$ cat config.mk
export PLATFORM = sky130hd
export DESIGN_NAME = load_store_unit_flat
export DESIGN_NICKNAME = d
export VERILOG_FILES = /design/src/rtl/lsu_pkg.sv /design/src/rtl/lsu_if.sv /design/src/rtl/lsu_lane_align.sv /design/src/rtl/load_store_unit.sv /design/src/flat_wrapper.sv
export SDC_FILE = /design/constraint.sdc
export NUM_CORES = 1
export LEC_CHECK = 0
export ABC_AREA = 1
export CORE_UTILIZATION = 25
export CTS_CLUSTER_DIAMETER = 60
export CTS_CLUSTER_SIZE = 40
export DETAILED_ROUTE_END_ITERATION = 8
export GPL_TIMING_DRIVEN = 0
export RECOVER_POWER = 25
export SLEW_MARGIN = 40
export SYNTH_ARGS = -nofsm -noshare
export SYNTH_HDL_FRONTEND = slang
export SYNTH_SLANG_ARGS = --single-unit
$ cat constraint.sdc
create_clock -name clk -period 4.35 [get_ports clk]
set_input_delay 0.435 -clock clk [delete_from_list [all_inputs] [get_ports clk]]
set_output_delay 0.435 -clock clk [all_outputs]
set_load 0.03 [all_outputs]
$ cat src/rtl/lsu_pkg.sv
// Load/store unit shared definitions.
//   SIZE_*      : req_size encodings (2'b11 is illegal)
//   ST_*        : FSM state encodings
//   lsu_req_t   : request fields latched at accept
//   size_bytes  : access width in bytes for a size code
package lsu_pkg;

    localparam logic [1:0] SIZE_BYTE = 2'b00;
    localparam logic [1:0] SIZE_HALF = 2'b01;
    localparam logic [1:0] SIZE_WORD = 2'b10;

    typedef logic [2:0] state_t;
    localparam state_t ST_IDLE = 3'd0;
    localparam state_t ST_RD   = 3'd1;
    localparam state_t ST_CAP  = 3'd2;
    localparam state_t ST_WR   = 3'd3;
    localparam state_t ST_WREL = 3'd4;
    localparam state_t ST_RESP = 3'd5;

    typedef struct packed {
        logic        write;
        logic [1:0]  size;
        logic        uns;
        logic [31:0] addr;
        logic [31:0] wdata;
    } lsu_req_t;

    // Illegal size reports 4 so the range check stays well defined; the
    // request is rejected by the size check anyway.
    function automatic logic [2:0] size_bytes(input logic [1:0] size);
        case (size)
            SIZE_BYTE: size_bytes = 3'd1;
            SIZE_HALF: size_bytes = 3'd2;
            default:   size_bytes = 3'd4;
        endcase
    endfunction

endpackage

$ cat src/rtl/lsu_if.sv
// Load/store unit bus bundle: MEM-stage request/response plus data-memory port.
//   slave  : the LSU side (takes requests, drives memory strobes)
//   master : the pipeline/memory side
interface lsu_if;
    logic        req_valid;
    logic        req_ready;
    logic        req_write;
    logic [1:0]  req_size;
    logic        req_unsigned;
    logic [31:0] req_addr;
    logic [31:0] req_wdata;
    logic        resp_valid;
    logic [31:0] resp_rdata;
    logic        resp_error;
    logic [31:0] mem_address;
    logic [31:0] mem_write_data;
    logic        mem_read;
    logic        mem_write;
    logic [31:0] mem_data;

    modport slave (
        input  req_valid, req_write, req_size, req_unsigned, req_addr, req_wdata, mem_data,
        output req_ready, resp_valid, resp_rdata, resp_error,
               mem_address, mem_write_data, mem_read, mem_write
    );

    modport master (
        output req_valid, req_write, req_size, req_unsigned, req_addr, req_wdata, mem_data,
        input  req_ready, resp_valid, resp_rdata, resp_error,
               mem_address, mem_write_data, mem_read, mem_write
    );
endinterface

$ cat src/rtl/lsu_lane_align.sv
// Big-endian lane steering (combinational).
//   word       : memory word (byte offset 0 lives in bits [31:24])
//   offset     : byte address [1:0]
//   size, uns  : access size and zero-extend select
//   wdata      : right-justified store data
//   load_data  : extended load result
//   store_word : word with only the addressed lane replaced
module lsu_lane_align
    import lsu_pkg::*;
(
    input  logic [31:0] word,
    input  logic [1:0]  offset,
    input  logic [1:0]  size,
    input  logic        uns,
    input  logic [31:0] wdata,
    output logic [31:0] load_data,
    output logic [31:0] store_word
);
    logic [4:0]  sh;
    logic [31:0] lane;

    always_comb begin
        sh         = '0;
        lane       = '0;
        load_data  = word;
        store_word = wdata;
        case (size)
            SIZE_BYTE: begin
                // 3-offset == ~offset for a 2-bit offset
                sh         = {~offset, 3'b000};
                lane       = word >> sh;
                load_data  = {{24{lane[7] & ~uns}}, lane[7:0]};
                store_word = (word & ~(32'h0000_00FF << sh)) | ({24'h0, wdata[7:0]} << sh);
            end
            SIZE_HALF: begin
                sh         = offset[1] ? 5'd0 : 5'd16;
                lane       = word >> sh;
                load_data  = {{16{lane[15] & ~uns}}, lane[15:0]};
                store_word = (word & ~(32'h0000_FFFF << sh)) | ({16'h0, wdata[15:0]} << sh);
            end
            default: ;
        endcase
    end
endmodule

$ cat src/rtl/load_store_unit.sv
// Load/store unit between the MEM stage and a big-endian word-wide data memory.
//   clk, rst_n : clock, async active-low reset
//   bus        : lsu_if.slave -- request/response handshake and memory strobes
// Sub-word stores are read-modify-write. Errors (illegal size, misalignment,
// out of range) go straight to RESP without touching memory.
module load_store_unit
    import lsu_pkg::*;
#(
    parameter int unsigned MEM_BYTES = 2048
) (
    input  logic  clk,
    input  logic  rst_n,
    lsu_if.slave  bus
);
    state_t      state_q, state_d;
    lsu_req_t    req_q, req_d;
    logic        err_q, err_d;
    logic [31:0] word_buf_q, word_buf_d;

    logic        accept;
    logic        req_err;
    logic [31:0] load_ext;
    logic [31:0] merged;

    assign accept = bus.req_valid && (state_q == ST_IDLE);

    always_comb begin
        req_err = (bus.req_size == 2'b11)
               || (bus.req_size == SIZE_HALF && bus.req_addr[0])
               || (bus.req_size == SIZE_WORD && bus.req_addr[1:0] != 2'b00)
               || (({1'b0, bus.req_addr} + 33'(size_bytes(bus.req_size))) > 33'(MEM_BYTES));
    end

    lsu_lane_align u_align (
        .word       (word_buf_q),
        .offset     (req_q.addr[1:0]),
        .size       (req_q.size),
        .uns        (req_q.uns),
        .wdata      (req_q.wdata),
        .load_data  (load_ext),
        .store_word (merged)
    );

    // State register and request/data registers
    always_ff @(posedge clk or negedge rst_n) begin
        if (!rst_n) begin
            state_q    <= ST_IDLE;
            req_q      <= '0;
            err_q      <= 1'b0;
            word_buf_q <= '0;
        end else begin
            state_q    <= state_d;
            req_q      <= req_d;
            err_q      <= err_d;
            word_buf_q <= word_buf_d;
        end
    end

    // Next state
    always_comb begin
        state_d = state_q;
        case (state_q)
            ST_IDLE: if (bus.req_valid) begin
                if (req_err)                                          state_d = ST_RESP;
                else if (bus.req_write && bus.req_size == SIZE_WORD)  state_d = ST_WR;
                else                                                  state_d = ST_RD;
            end
            ST_RD:   state_d = ST_CAP;
            ST_CAP:  state_d = req_q.write ? ST_WR : ST_RESP;
            ST_WR:   state_d = ST_WREL;
            ST_WREL: state_d = ST_RESP;
            ST_RESP: state_d = ST_IDLE;
            default: state_d = ST_IDLE;
        endcase
    end

    // Datapath registers
    always_comb begin
        req_d      = req_q;
        err_d      = err_q;
        word_buf_d = word_buf_q;
        if (accept) begin
            req_d.write = bus.req_write;
            req_d.size  = bus.req_size;
            req_d.uns   = bus.req_unsigned;
            req_d.addr  = bus.req_addr;
            req_d.wdata = bus.req_wdata;
            err_d       = req_err;
        end
        if (state_q == ST_CAP) word_buf_d = bus.mem_data;
    end

    // Outputs are a pure decode of state, so a reset drops both strobes at once.
    always_comb begin
        bus.req_ready      = (state_q == ST_IDLE);
        bus.resp_valid     = 1'b0;
        bus.resp_error     = 1'b0;
        bus.resp_rdata     = '0;
        bus.mem_address    = '0;
        bus.mem_write_data = '0;
        bus.mem_read       = 1'b0;
        bus.mem_write      = 1'b0;
        case (state_q)
            ST_RD, ST_CAP: begin
                bus.mem_address = {req_q.addr[31:2], 2'b00};
                bus.mem_read    = (state_q == ST_RD);
            end
            ST_WR, ST_WREL: begin
                bus.mem_address    = {req_q.addr[31:2], 2'b00};
                bus.mem_write_data = (req_q.size == SIZE_WORD) ? req_q.wdata : merged;
                bus.mem_write      = (state_q == ST_WR);
            end
            ST_RESP: begin
                bus.resp_valid = 1'b1;
                bus.resp_error = err_q;
                bus.resp_rdata = (!req_q.write && !err_q) ? load_ext : 32'h0;
            end
            default: ;
        endcase
    end
endmodule

$ cat src/flat_wrapper.sv
// flat-port wrapper written by rule: the top's interface ports become plain ports
module load_store_unit_flat import lsu_pkg::*;
#(
    parameter int unsigned MEM_BYTES = 2048
)
  (clk, rst_n, bus_req_valid, bus_req_write, bus_req_size, bus_req_unsigned, bus_req_addr, bus_req_wdata, bus_mem_data, bus_req_ready, bus_resp_valid, bus_resp_rdata, bus_resp_error, bus_mem_address, bus_mem_write_data, bus_mem_read, bus_mem_write);
  lsu_if bus_i ();
  input  logic clk;
  input  logic rst_n;
  input wire logic [$bits(bus_i.req_valid)-1:0] bus_req_valid;
  input wire logic [$bits(bus_i.req_write)-1:0] bus_req_write;
  input wire logic [$bits(bus_i.req_size)-1:0] bus_req_size;
  input wire logic [$bits(bus_i.req_unsigned)-1:0] bus_req_unsigned;
  input wire logic [$bits(bus_i.req_addr)-1:0] bus_req_addr;
  input wire logic [$bits(bus_i.req_wdata)-1:0] bus_req_wdata;
  input wire logic [$bits(bus_i.mem_data)-1:0] bus_mem_data;
  output wire logic [$bits(bus_i.req_ready)-1:0] bus_req_ready;
  output wire logic [$bits(bus_i.resp_valid)-1:0] bus_resp_valid;
  output wire logic [$bits(bus_i.resp_rdata)-1:0] bus_resp_rdata;
  output wire logic [$bits(bus_i.resp_error)-1:0] bus_resp_error;
  output wire logic [$bits(bus_i.mem_address)-1:0] bus_mem_address;
  output wire logic [$bits(bus_i.mem_write_data)-1:0] bus_mem_write_data;
  output wire logic [$bits(bus_i.mem_read)-1:0] bus_mem_read;
  output wire logic [$bits(bus_i.mem_write)-1:0] bus_mem_write;
  assign bus_i.req_valid = bus_req_valid;
  assign bus_i.req_write = bus_req_write;
  assign bus_i.req_size = bus_req_size;
  assign bus_i.req_unsigned = bus_req_unsigned;
  assign bus_i.req_addr = bus_req_addr;
  assign bus_i.req_wdata = bus_req_wdata;
  assign bus_i.mem_data = bus_mem_data;
  assign bus_req_ready = bus_i.req_ready;
  assign bus_resp_valid = bus_i.resp_valid;
  assign bus_resp_rdata = bus_i.resp_rdata;
  assign bus_resp_error = bus_i.resp_error;
  assign bus_mem_address = bus_i.mem_address;
  assign bus_mem_write_data = bus_i.mem_write_data;
  assign bus_mem_read = bus_i.mem_read;
  assign bus_mem_write = bus_i.mem_write;
  load_store_unit #(.MEM_BYTES(MEM_BYTES)) u_core (.clk(clk), .rst_n(rst_n), .bus(bus_i));
endmodule
==> results by group, run 1 <==
Clock tree
  – CTS tree: built
  – CTS Buf Count: 9
  – Root Driver: clkbuf_16
  – Htree depth: 3
  – CTS sink count: roughly 100
  – CTS max path bufs: 2
  – Skew-Pair Late Insertion Delay: around 370 ps
  – CTS clock-pin slew for the worst setup and hold paths: about 80 ps

Timing
  – F_max: 270 MHz
  – Rel. slew slack: -37.4%
  – Setup-failing EPs final: 0
  – Slack of the critical path: between 600 and 700 ps
  – Period minus WS final: between 3000 and 4000 ps
  – Worst hold slack: 473 ps
  – Worst slew pin tran: a little over 2000 ps
  – RSZ-0062 raised after global routing: no
  – Max Clock Skew: 14.5 ps
  – Final Hold Fails: 0
  – Final critical-path share of the clock period: a little under nine tenths
  – Final Max Slew Viols: 33

Logic synthesis
  – Syn. warnings: 0
  – Seq/Total Area, Yosys: a little over a third
  – Synth Flop Type: dfrtp_1
  – Post-synthesis cell count: about 1100
  – Number of enable flip-flop cells after synthesis: 0
  – Synth Cell Area: 7240 µm²
  – Distinct cells, synth: 40
  – Synth async-reset ratio: 100%
  – FF+latch count, synth: 104
  – Avg Synthesized Cell Area: about 6.3 µm²

Pwr
  – Pleak: ~4.6 nW
  – PD cells: 712 nW/µm²
  – VDD IR max: between 300 and 400 µV

Final layout
  – Layout cells sized above 1: 3.66%
  – Nets: 1468
  – Commonest non-fill, non-tap cell in the layout: nand2_1
  – Multi-input logic area: 3930 µm²
  – Utilization after layout: 35.8%
  – FILL cells: 3081
  – Commonest non-fill, non-tap cells in the layout: nand2_1, clkdlybuf4s50_1, nor2_1
  – Post-route cell area: ~10000 µm²
  – Sequential cell area: between 2000 and 3000 µm²
  – Area grow syn2layout: 39.3%

Global route
  – Pin count of the biggest net entering global routing: between 70 and 80
  – Initial antenna violation count: 5
  – GRT Overall Usage: 21.5%
  – First-pass GRT wire length: roughly 47 mm
  – Vias in the first global route: 8153
  – Total gr overflow: 0

Critical path
  – Slowest stage cell, crit path: clkdlybuf4s50_1
  – Max incr delay on CP: just over 700 ps
  – Setup Crit Path Kind: reg2out
  – CP bufs+invs: 3
  – Crit path DAT: 3260 ps
  – Worst endpoint required time: 3910 ps
  – Worst Path Max Fanout: 10
  – Worst-path cell chain: inv_1 > nand2_2 > nor2_1 > a32oi_2 > nor2_4 > a211oi_1 > a21oi_1 > nand2_2 > buf_6 > nor2_1 > clkdlybuf4s50_1
  – CP endpoint kind: output pin
  – CP startpoint kind: flop
  – Crit path max-delay family: buffers and inverters

Job
  – Max cap viols: 1

Routing
  – Wirelength per Cell: ~18 µm
  – Post-route DRC: 0
  – Routed vias: 8610
  – 1st-iter DRT viols: ~800
  – Via density: between 4 and 5
  – Pre-antenna DRT Iters: 9
  – Remaining antenna violation count: 0
  – Drt total wl: approximately 32 mm

Floorplan
  – Cell Rows: just over 60
  – Die Y: 172 µm
  – Core footprint: about 28000 µm²
  – Initial Util: 25.7%
  – Die W: approximately 170 µm
  – Die footprint: 29700 µm²
  – I/O pin count: 204

Min path
  – Min-Delay Path Class: reg2reg

Place
  – Port bufs: 201
  – Hpwl dp: between 20 and 25 mm
  – Post-placement cell area: roughly 10000 µm²
  – GP Congestion: 0.994
  – DP Worst Slack: 1080 ps

Status
  – Violated checks: capacitance limit, slew limit
  – Status: complete, but fails checks
==> cell type report <==
cell class	instances	share of cell area [%]
Antenna cell	3	0.0744
Buffer	56	2.34
Clock buffer	9	2.23
Clock inverter	7	0.893
Inverter	129	4.80
Multi-Input combinational cell	858	38.9
Sequential cell	104	25.8
Tap cell	378	4.69
Timing Repair Buffer	203	20.3
==> state kept, by name (all words and copies together), names as in the netlist <==
register and cells:
u_core.req_q 68, u_core.err_q 1, u_core.state_q 3, u_core.word_buf_q 32
==> synthesized netlist by cell type, drive strengths merged (9+ instances only) <==
| cell | instances | area, µm² |
|---|---|---|
| a21oi | 30 | 150 |
| o211ai | 15 | 113 |
| nand2 | 430 | 1630 |
| a31oi | 9 | 56.3 |
| clkbuf | 40 | 150 |
| buf | 16 | 86.3 |
| nand4 | 9 | 56.3 |
| o22ai | 22 | 138 |
| nor2 | 142 | 581 |
| a22oi | 15 | 113 |
| o21ai | 89 | 445 |
| inv | 129 | 484 |
| nand3 | 46 | 243 |
| dfrtp | 104 | 2600 |
==> worst reg2reg max path: cells and delay by family, from the launching register on <==
family / cells / cell delay, ps
buffers and inverters: 2 / 690
DFF: 1 / 420
AOI/OAI and AO/OA: 1 / 90
and+or+nand+nor: 4 / 990
==> power by group <==
group / leakage, nW / internal [mW] / switching [mW] / total [mW]
Clock: 0.147 / 0.460 / 0.437 / 0.897
Sequential: 1.28 / 1.43 / 0.411 / 1.84
Combinational: 3.14 / 1.46 / 2.99 / 4.45
==> worst paths after layout <==
| path | start | endpoint | slack, ps | cells after the start |
|---|---|---|---|---|
| max in group asynchronous | rst_n | u_core.word_buf_q[25] | 1960 | 2 |
| hold reg to reg | u_core.req_q[26] | u_core.req_q[26] | 470 | 2 |
| setup reg to reg | u_core.state_q[1] | u_core.req_q[56] | 2080 | 7 |
| min in group asynchronous | rst_n | u_core.word_buf_q[17] | 1180 | 2 |
| hold / removal | u_core.req_q[26] | u_core.req_q[26] | 470 | 2 |
| setup / recovery | u_core.req_q[65] | bus_resp_rdata[23] | 650 | 11 |
==> metal layers <==
| metal | global-route usage [%] | vias up | wire (µm) |
|---|---|---|---|
| met5 | 0 | - | 27 |
| met4 | 6.00 | 4 | 718 |
| met3 | 3.82 | 58 | 2570 |
| met2 | 36.3 | 435 | 15000 |
| met1 | 27.9 | 4016 | 13400 |
| li1 | - | 4097 | - |
==> repair_timing <==
item                      in CTS  in global routing
hold buffers                   1                  0
gates resized for setup        0                  0
buffers inserted               0                  0
hold endpoints to repair      32                  0
==> kinds of logic after synthesis <==
kind of cell               share of synthesized area [%]
DFF                                                 35.9
AOI/OAI and AO/OA                                   16.5
and+or+nand+nor                                     36.4
buffers and inverters                               9.95
xor gates and xnor gates                           0.363
adders and majority gates                          0.795
other                                             0.0518
==> per-stage QoR <==
step / cells / setup TNS [ps] / power [mW]
global placement: 1726 / -144760 / 6.18
CTS: 1744 / 0 / 7.14
global route: 1744 / 0 / 7.65
detailed placement: 1727 / 0 / 6.22
floorplan: 1147 / 0 / 4.40
finish: 1747 / 0 / 7.19
Note: power is estimated with default switching activity, not from simulation.
==> run 2, diff against run 1 <==
--- a/config.mk
+++ b/config.mk
@@ -6,8 +6,9 @@
 export NUM_CORES = 1
 export LEC_CHECK = 0
 export ABC_AREA = 1
+export CAP_MARGIN = 15
+export CORE_MARGIN = 3
 export CORE_UTILIZATION = 25
-export CTS_CLUSTER_DIAMETER = 60
 export CTS_CLUSTER_SIZE = 40
 export DETAILED_ROUTE_END_ITERATION = 8
 export GPL_TIMING_DRIVEN = 0
==> run 2 against run 1 <==
  * The flow still finishes with violations (capacitance limit, slew limit)
  * First-iteration DRC count is 24% higher
  * Clock power is 5.5% lower
  * Count of clock-buffer cells in the layout stayed put
  * Worst setup slack better by 39 ps
  * Worst hold slack better by 9.6 ps
  * Wire length is 1.4% lower
  * Non-clock buffer count stayed put
  * Fmax is 1.1% higher
  * Total power is 1.2% lower
  * Critical path type unchanged
  * Largest cell class unchanged
==> results by group, run 2 (synthesized netlist as in run 1, its figures left out) <==
Status
  – Status: complete, but fails checks
  – Violated checks: capacitance limit, slew limit

Pwr
  – Combinational share of power: between 60% and 70%
  – VDD IR max: between 300 and 400 µV
  – Sw Pwr: 3.80 mW
  – Clock Power Share: 11.9%
  – Switching Share: 53.6%
  – Sequential Power Share: 26.0%
  – PD cells: 705 nW/µm²
  – Cell Int Power: about 3.3 mW
  – Pleak: about 4.6 nW

Timing
  – Worst slew pin tran: 2070 ps
  – Max Clock Skew: roughly 12 ps
  – Final Hold Fails: 0
  – Final Max Slew Viols: 33
  – Period minus WS final: between 3000 and 4000 ps
  – Slack of the critical path: approximately 700 ps
  – Setup-failing EPs final: 0
  – RSZ-0062 raised after global routing: no
  – Final critical-path share of the clock period: about 84%
  – F_max: between 200 and 300 MHz
  – Rel. slew slack: -37.8%
  – Worst hold slack: 482 ps

Final layout
  – Post-route cell area: roughly 10000 µm²
  – Utilization after layout: a little over a third
  – Area grow syn2layout: 38.9%
  – Biggest regs: u_core.req_q: 68 flops, u_core.word_buf_q: 32 flops, u_core.state_q: 3 flops
  – Largest register FFs: just under 70
  – Nets: approximately 1500
  – Commonest non-fill, non-tap cell in the layout: nand2_1
  – Top reg by flops: u_core.req_q
  – FILL cells: 3040
  – Layout cells sized above 1: under 10%
  – Commonest non-fill, non-tap cells in the layout: nand2_1, clkdlybuf4s50_1, nor2_1
  – Antenna diodes: 0

Job
  – Max cap viols: 1

Critical path
  – Worst endpoint required time: a little under 4000 ps
  – Worst Path Max Fanout: 10
  – RR Endpoint: u_core.req_q[66]
  – Reg2reg start: u_core.state_q[1]
  – CP startpoint kind: flop
  – Setup Crit Path Kind: reg2out
  – FF-to-FF path depth: 7
  – Reg2reg setup slack: around 2100 ps
  – Crit path DAT: between 3000 and 4000 ps
  – CP endpoint kind: output pin

Min path
  – Hold path depth: 2
  – Start point of the worst hold path: u_core.req_q[31]
  – Min-Delay Endpoint: u_core.req_q[31]
  – Min-Delay Path Class: reg2reg

Routing
  – Via density: roughly 5
  – Drt total wl: 31.3 mm
  – Remaining antenna violation count: 0
  – Post-route DRC: 0
  – Wirelength per Cell: between 15 and 20 µm
  – Routed vias: between 8000 and 9000
  – Pre-antenna DRT Iters: 5
  – 1st-iter DRT viols: around 1000

Clock tree
  – CTS sink count: about 100
  – Root Driver: clkbuf_16
  – Setup Buffers After CTS: 0
  – CTS tree: built
  – Htree depth: 3
  – CTS-repair resized insts: 0
  – CTS clock-pin slew for the worst setup and hold paths: 80 ps
  – Skew-Pair Late Insertion Delay: between 300 and 400 ps
  – CTS max path bufs: 2
  – Post-CTS Hold Buffers: 1
  – CTS Buf Count: 9

Global route
  – GR peak layer: met2
  – Initial antenna violation count: 4
  – Pin count of the biggest net entering global routing: between 70 and 80
  – Total gr overflow: 0
  – Global routing usage on met2: 33.0%
  – M1 GR Usage: between 20% and 30%
  – GRT Overall Usage: 19.7%
  – Vias in the first global route: 8307
  – Met3 Use GR: under 10%
  – First-pass GRT wire length: approximately 47 mm

Floorplan
  – Cell Rows: just over 60
  – Initial Util: 25.7%
  – Core footprint: 28200 µm²
  – Die Y: 176 µm
  – Die W: 176 µm
  – Die footprint: roughly 31000 µm²
  – I/O pin count: between 200 and 250

Place
  – DP Worst Slack: ~1100 ps
  – GP Congestion: approximately 0.96
  – Post-placement cell area: 9770 µm²
  – Hpwl dp: 24.7 mm
  – Port bufs: between 200 and 250
## run 2: layer usage
layer  up-vias  wire [µm]
li1       4095          -
met1      3939      13200
met2       453      14500
met3        62       2780
met4         8        779
met5         -         66
## run 2: power by group through the flow
| stage | Sequential, mW | Clock [mW] | Combinational [mW] |
|---|---|---|---|
| after global routing | 1.89 | 0.904 | 4.79 |
| after floorplan | 1.67 | 0 | 2.73 |
| final | 1.85 | 0.848 | 4.40 |
| after CTS | 1.83 | 0.869 | 4.37 |
| after global placement | 1.84 | 0 | 4.31 |
| after detailed placement | 1.84 | 0 | 4.35 |
## run 2: worst max path at each step
stage	cells past startpoint	start	endpoint	slack [ps]
3_5_place_dp	16	bus_req_size[1]	u_core.err_q	1090
5_1_grt	11	u_core.req_q[65]	bus_resp_rdata[23]	520
4_1_cts	11	u_core.req_q[65]	bus_resp_rdata[23]	700
2_1_floorplan	5	u_core.state_q[0]	bus_resp_rdata[12]	1460
6_report	11	u_core.req_q[65]	bus_resp_rdata[23]	690
3_3_place_gp	1	rst_n	u_core.req_q[50]	-1360
## run 2: final cells by class
class / instances / area (µm²) / area share [%]
Clock inverter: 7 / 71.3 / 0.709
Clock buffer: 9 / 225 / 2.24
Inverter: 129 / 484 / 4.81
Buffer: 56 / 236 / 2.35
Tap cell: 378 / 473 / 4.70
Multi-Input combinational cell: 858 / 3930 / 39.0
Timing Repair Buffer: 203 / 2040 / 20.3
Sequential cell: 104 / 2600 / 25.9
## run 2: worst max-delay path, cell delays in order, from the launching register on
cell and delay [ps]:
dfrtp_1 390, inv_1 160, nand2_2 160, nor2_1 250, a32oi_2 120, nor2_4 210, a211oi_1 100, a21oi_1 160
nand2_2 190, buf_6 200, nor2_1 200, clkdlybuf4s50_1 720
## run 2: stage by stage
stage / setup TNS, ps / instances / power, mW
6_report: 0 / 1744 / 7.10
4_1_cts: 0 / 1744 / 7.07
2_1_floorplan: 0 / 1147 / 4.40
5_1_grt: 0 / 1744 / 7.58
3_3_place_gp: -140550 / 1726 / 6.16
3_5_place_dp: 0 / 1727 / 6.20
==> run 3, diff against run 2 <==
==> constraint.sdc (replaced) <==
create_clock -name clk -period 3.6 [get_ports clk]
set_input_delay 0.36 -clock clk [delete_from_list [all_inputs] [get_ports clk]]
set_output_delay 0.36 -clock clk [all_outputs]
set_load 0.03 [all_outputs]
==> run 3 against run 2 <==
  * The flow still finishes with violations (capacitance limit, slew limit)
  * Count of clock-buffer cells in the layout is the same
  * Non-clock buffer count is the same
  * Critical path depth shrank 3
  * Design area grew 0.15%
  * Sequential power grew 21%
  * Register-to-register slack lost 740 ps
  * Global-route usage is the same
  * Clock skew is essentially flat
  * Critical endpoint is now bus_resp_rdata[8]
  * Largest cell class unchanged
  * Largest power group unchanged
  * Highest routed layer unchanged
==> results by group, run 3 (synthesized netlist as in run 1, its figures left out) <==
Timing
  – RSZ-0062 raised after global routing: no
  – Post-Route Setup TNS: 0 ps
  – Max Clock Skew: ~12 ps
  – Final Hold Fails: 0
  – Period minus WS final: around 3500 ps
  – Setup-failing EPs final: 0
  – Worst slew pin tran: 1900 ps
  – Rel. slew slack: -26.7%
  – Final critical-path share of the clock period: 96.0%
  – Final Max Slew Viols: 34
  – F_max: between 200 and 300 MHz
  – Slack of the critical path: between 100 and 150 ps

Floorplan
  – Die footprint: a little over 30000 µm²
  – Core footprint: about 28000 µm²
  – Initial Util: between 20% and 30%
  – Die W: around 180 µm
  – Die Y: roughly 180 µm
  – Cell Rows: between 60 and 70
  – I/O pin count: between 200 and 250

Global route
  – Vias in the first global route: about 8300
  – Initial antenna violation count: 4
  – Pin count of the biggest net entering global routing: 73
  – GRT Overall Usage: about a fifth
  – Total gr overflow: 0
  – First-pass GRT wire length: about 47 mm

Routing
  – Routed vias: 8542
  – Post-route DRC: 0
  – Drt total wl: between 30 and 40 mm
  – 1st-iter DRT viols: around 930
  – Pre-antenna DRT Iters: 7
  – Via density: just under 5
  – Remaining antenna violation count: 0
  – Wirelength per Cell: about 18 µm

Critical path
  – CP endpoint kind: output pin
  – Crit path DAT: between 3000 and 4000 ps
  – Reg2reg setup slack: 1360 ps
  – CP Launch Point: u_core.req_q[33]
  – Worst-path cell chain: buf_2 > inv_1 > buf_1 > nand2_1 > o211ai_1 > a21oi_1 > a211oi_1 > clkdlybuf4s50_1
  – CP startpoint kind: flop
  – Max incr delay on CP: between 700 and 800 ps
  – Worst Path Max Fanout: 10
  – Setup Crit Path Kind: reg2out
  – FF-to-FF path depth: 7
  – RR Endpoint: u_core.req_q[66]
  – Reg2reg start: u_core.state_q[1]
  – Worst endpoint required time: 3240 ps
  – Slowest stage cell, crit path: clkdlybuf4s50_1

Clock tree
  – Root Driver: clkbuf_16
  – CTS clock-pin slew for the worst setup and hold paths: 80 ps
  – CTS Buf Count: 9
  – CTS max path bufs: 2
  – Htree depth: 3
  – CTS tree: built
  – CTS sink count: approximately 100
  – Skew-Pair Late Insertion Delay: about 360 ps

Final layout
  – Nets: roughly 1500
  – Biggest regs: u_core.req_q: 68 flops, u_core.word_buf_q: 32 flops, u_core.state_q: 3 flops
  – Post-route cell area: approximately 10000 µm²
  – Top reg by flops: u_core.req_q
  – Largest register FFs: about 70
  – Antenna diodes: 0
  – Layout cells sized above 1: between 3 and 4%
  – Area grow syn2layout: 39.1%
  – Commonest non-fill, non-tap cells in the layout: nand2_1, clkdlybuf4s50_1, nor2_1
  – Commonest non-fill, non-tap cell in the layout: nand2_1
  – Non-Filler Instances: about 1700

Status
  – Status: complete, but fails checks
  – Violated checks: capacitance limit, slew limit

Pwr
  – PD cells: 852 nW/µm²
  – Pleak: approximately 4.8 nW
  – PnR Total Power: about 8.6 mW
  – VDD IR max: approximately 440 µV

Place
  – Post-placement cell area: ~9800 µm²
  – DP Worst Slack: just over 400 ps
  – Port bufs: roughly 200
  – Placed Cells incl. Taps: about 1700
  – Hpwl dp: ~25 mm
  – GP Congestion: around 0.96

Job
  – Max cap viols: 1

Min path
  – Hold path depth: 2
  – Min-Delay Path Class: reg2reg
  – Start point of the worst hold path: u_core.req_q[31]
  – Min-Delay Endpoint: u_core.req_q[31]
run 3: layout make-up:
class                      instances  area, µm²
buffer                            56        239
clock buffer                       9        225
clock inverter                     7       71.3
fill                            3039      18100
inverter                         129        484
multi-input combinational        858       3940
sequential                       104       2600
tap                              378        473
timing repair buffer             203       2050
run 3: routing by layer:
layer | track usage (%) | part of all wire [%]
met2 | 33.0 | 46
met1 | 25.6 | 42
met5 | 0 | 0.21
met3 | 4.19 | 8.7
met4 | 5.54 | 2.5
run 3: stage by stage:
stage / utilization (%) / hold WS (ps)
detailed placement: 34.7 / 245
CTS: 35.8 / 444
global placement: 34.6 / 457
global route: 35.8 / 499
finish: 35.8 / 483
floorplan: - / 64.4
run 3: worst max path at each step:
stage / endpoint / slack (ps)
global placement: u_core.req_q[50] / -2040
floorplan: bus_resp_rdata[12] / 790
global route: bus_resp_rdata[18] / 10
finish: bus_resp_rdata[8] / 140
detailed placement: u_core.err_q / 410
CTS: bus_resp_rdata[23] / 30
run 3: critical path, delay by kind of cell, from the launching register on:
kind	cells	cell delay, ps
buffers and inverters	4	1510
DFF	1	380
AOI/OAI and AO/OA	3	660
and+or+nand+nor	1	180
run 3: power by group:
group | leakage (nW) | switching, mW | internal, mW
logic | 3.33 | 3.57 | 1.76
registers | 1.28 | 0.502 | 1.73
clock network | 0.146 | 0.534 | 0.492
run 3: timing repair:
item / CTS / global route
hold endpoints to repair: 32 / 0
setup buffers: 0 / 0
setup endpoints to repair: 0 / 22
gates resized for setup: 0 / 15
hold buffers: 1 / 0
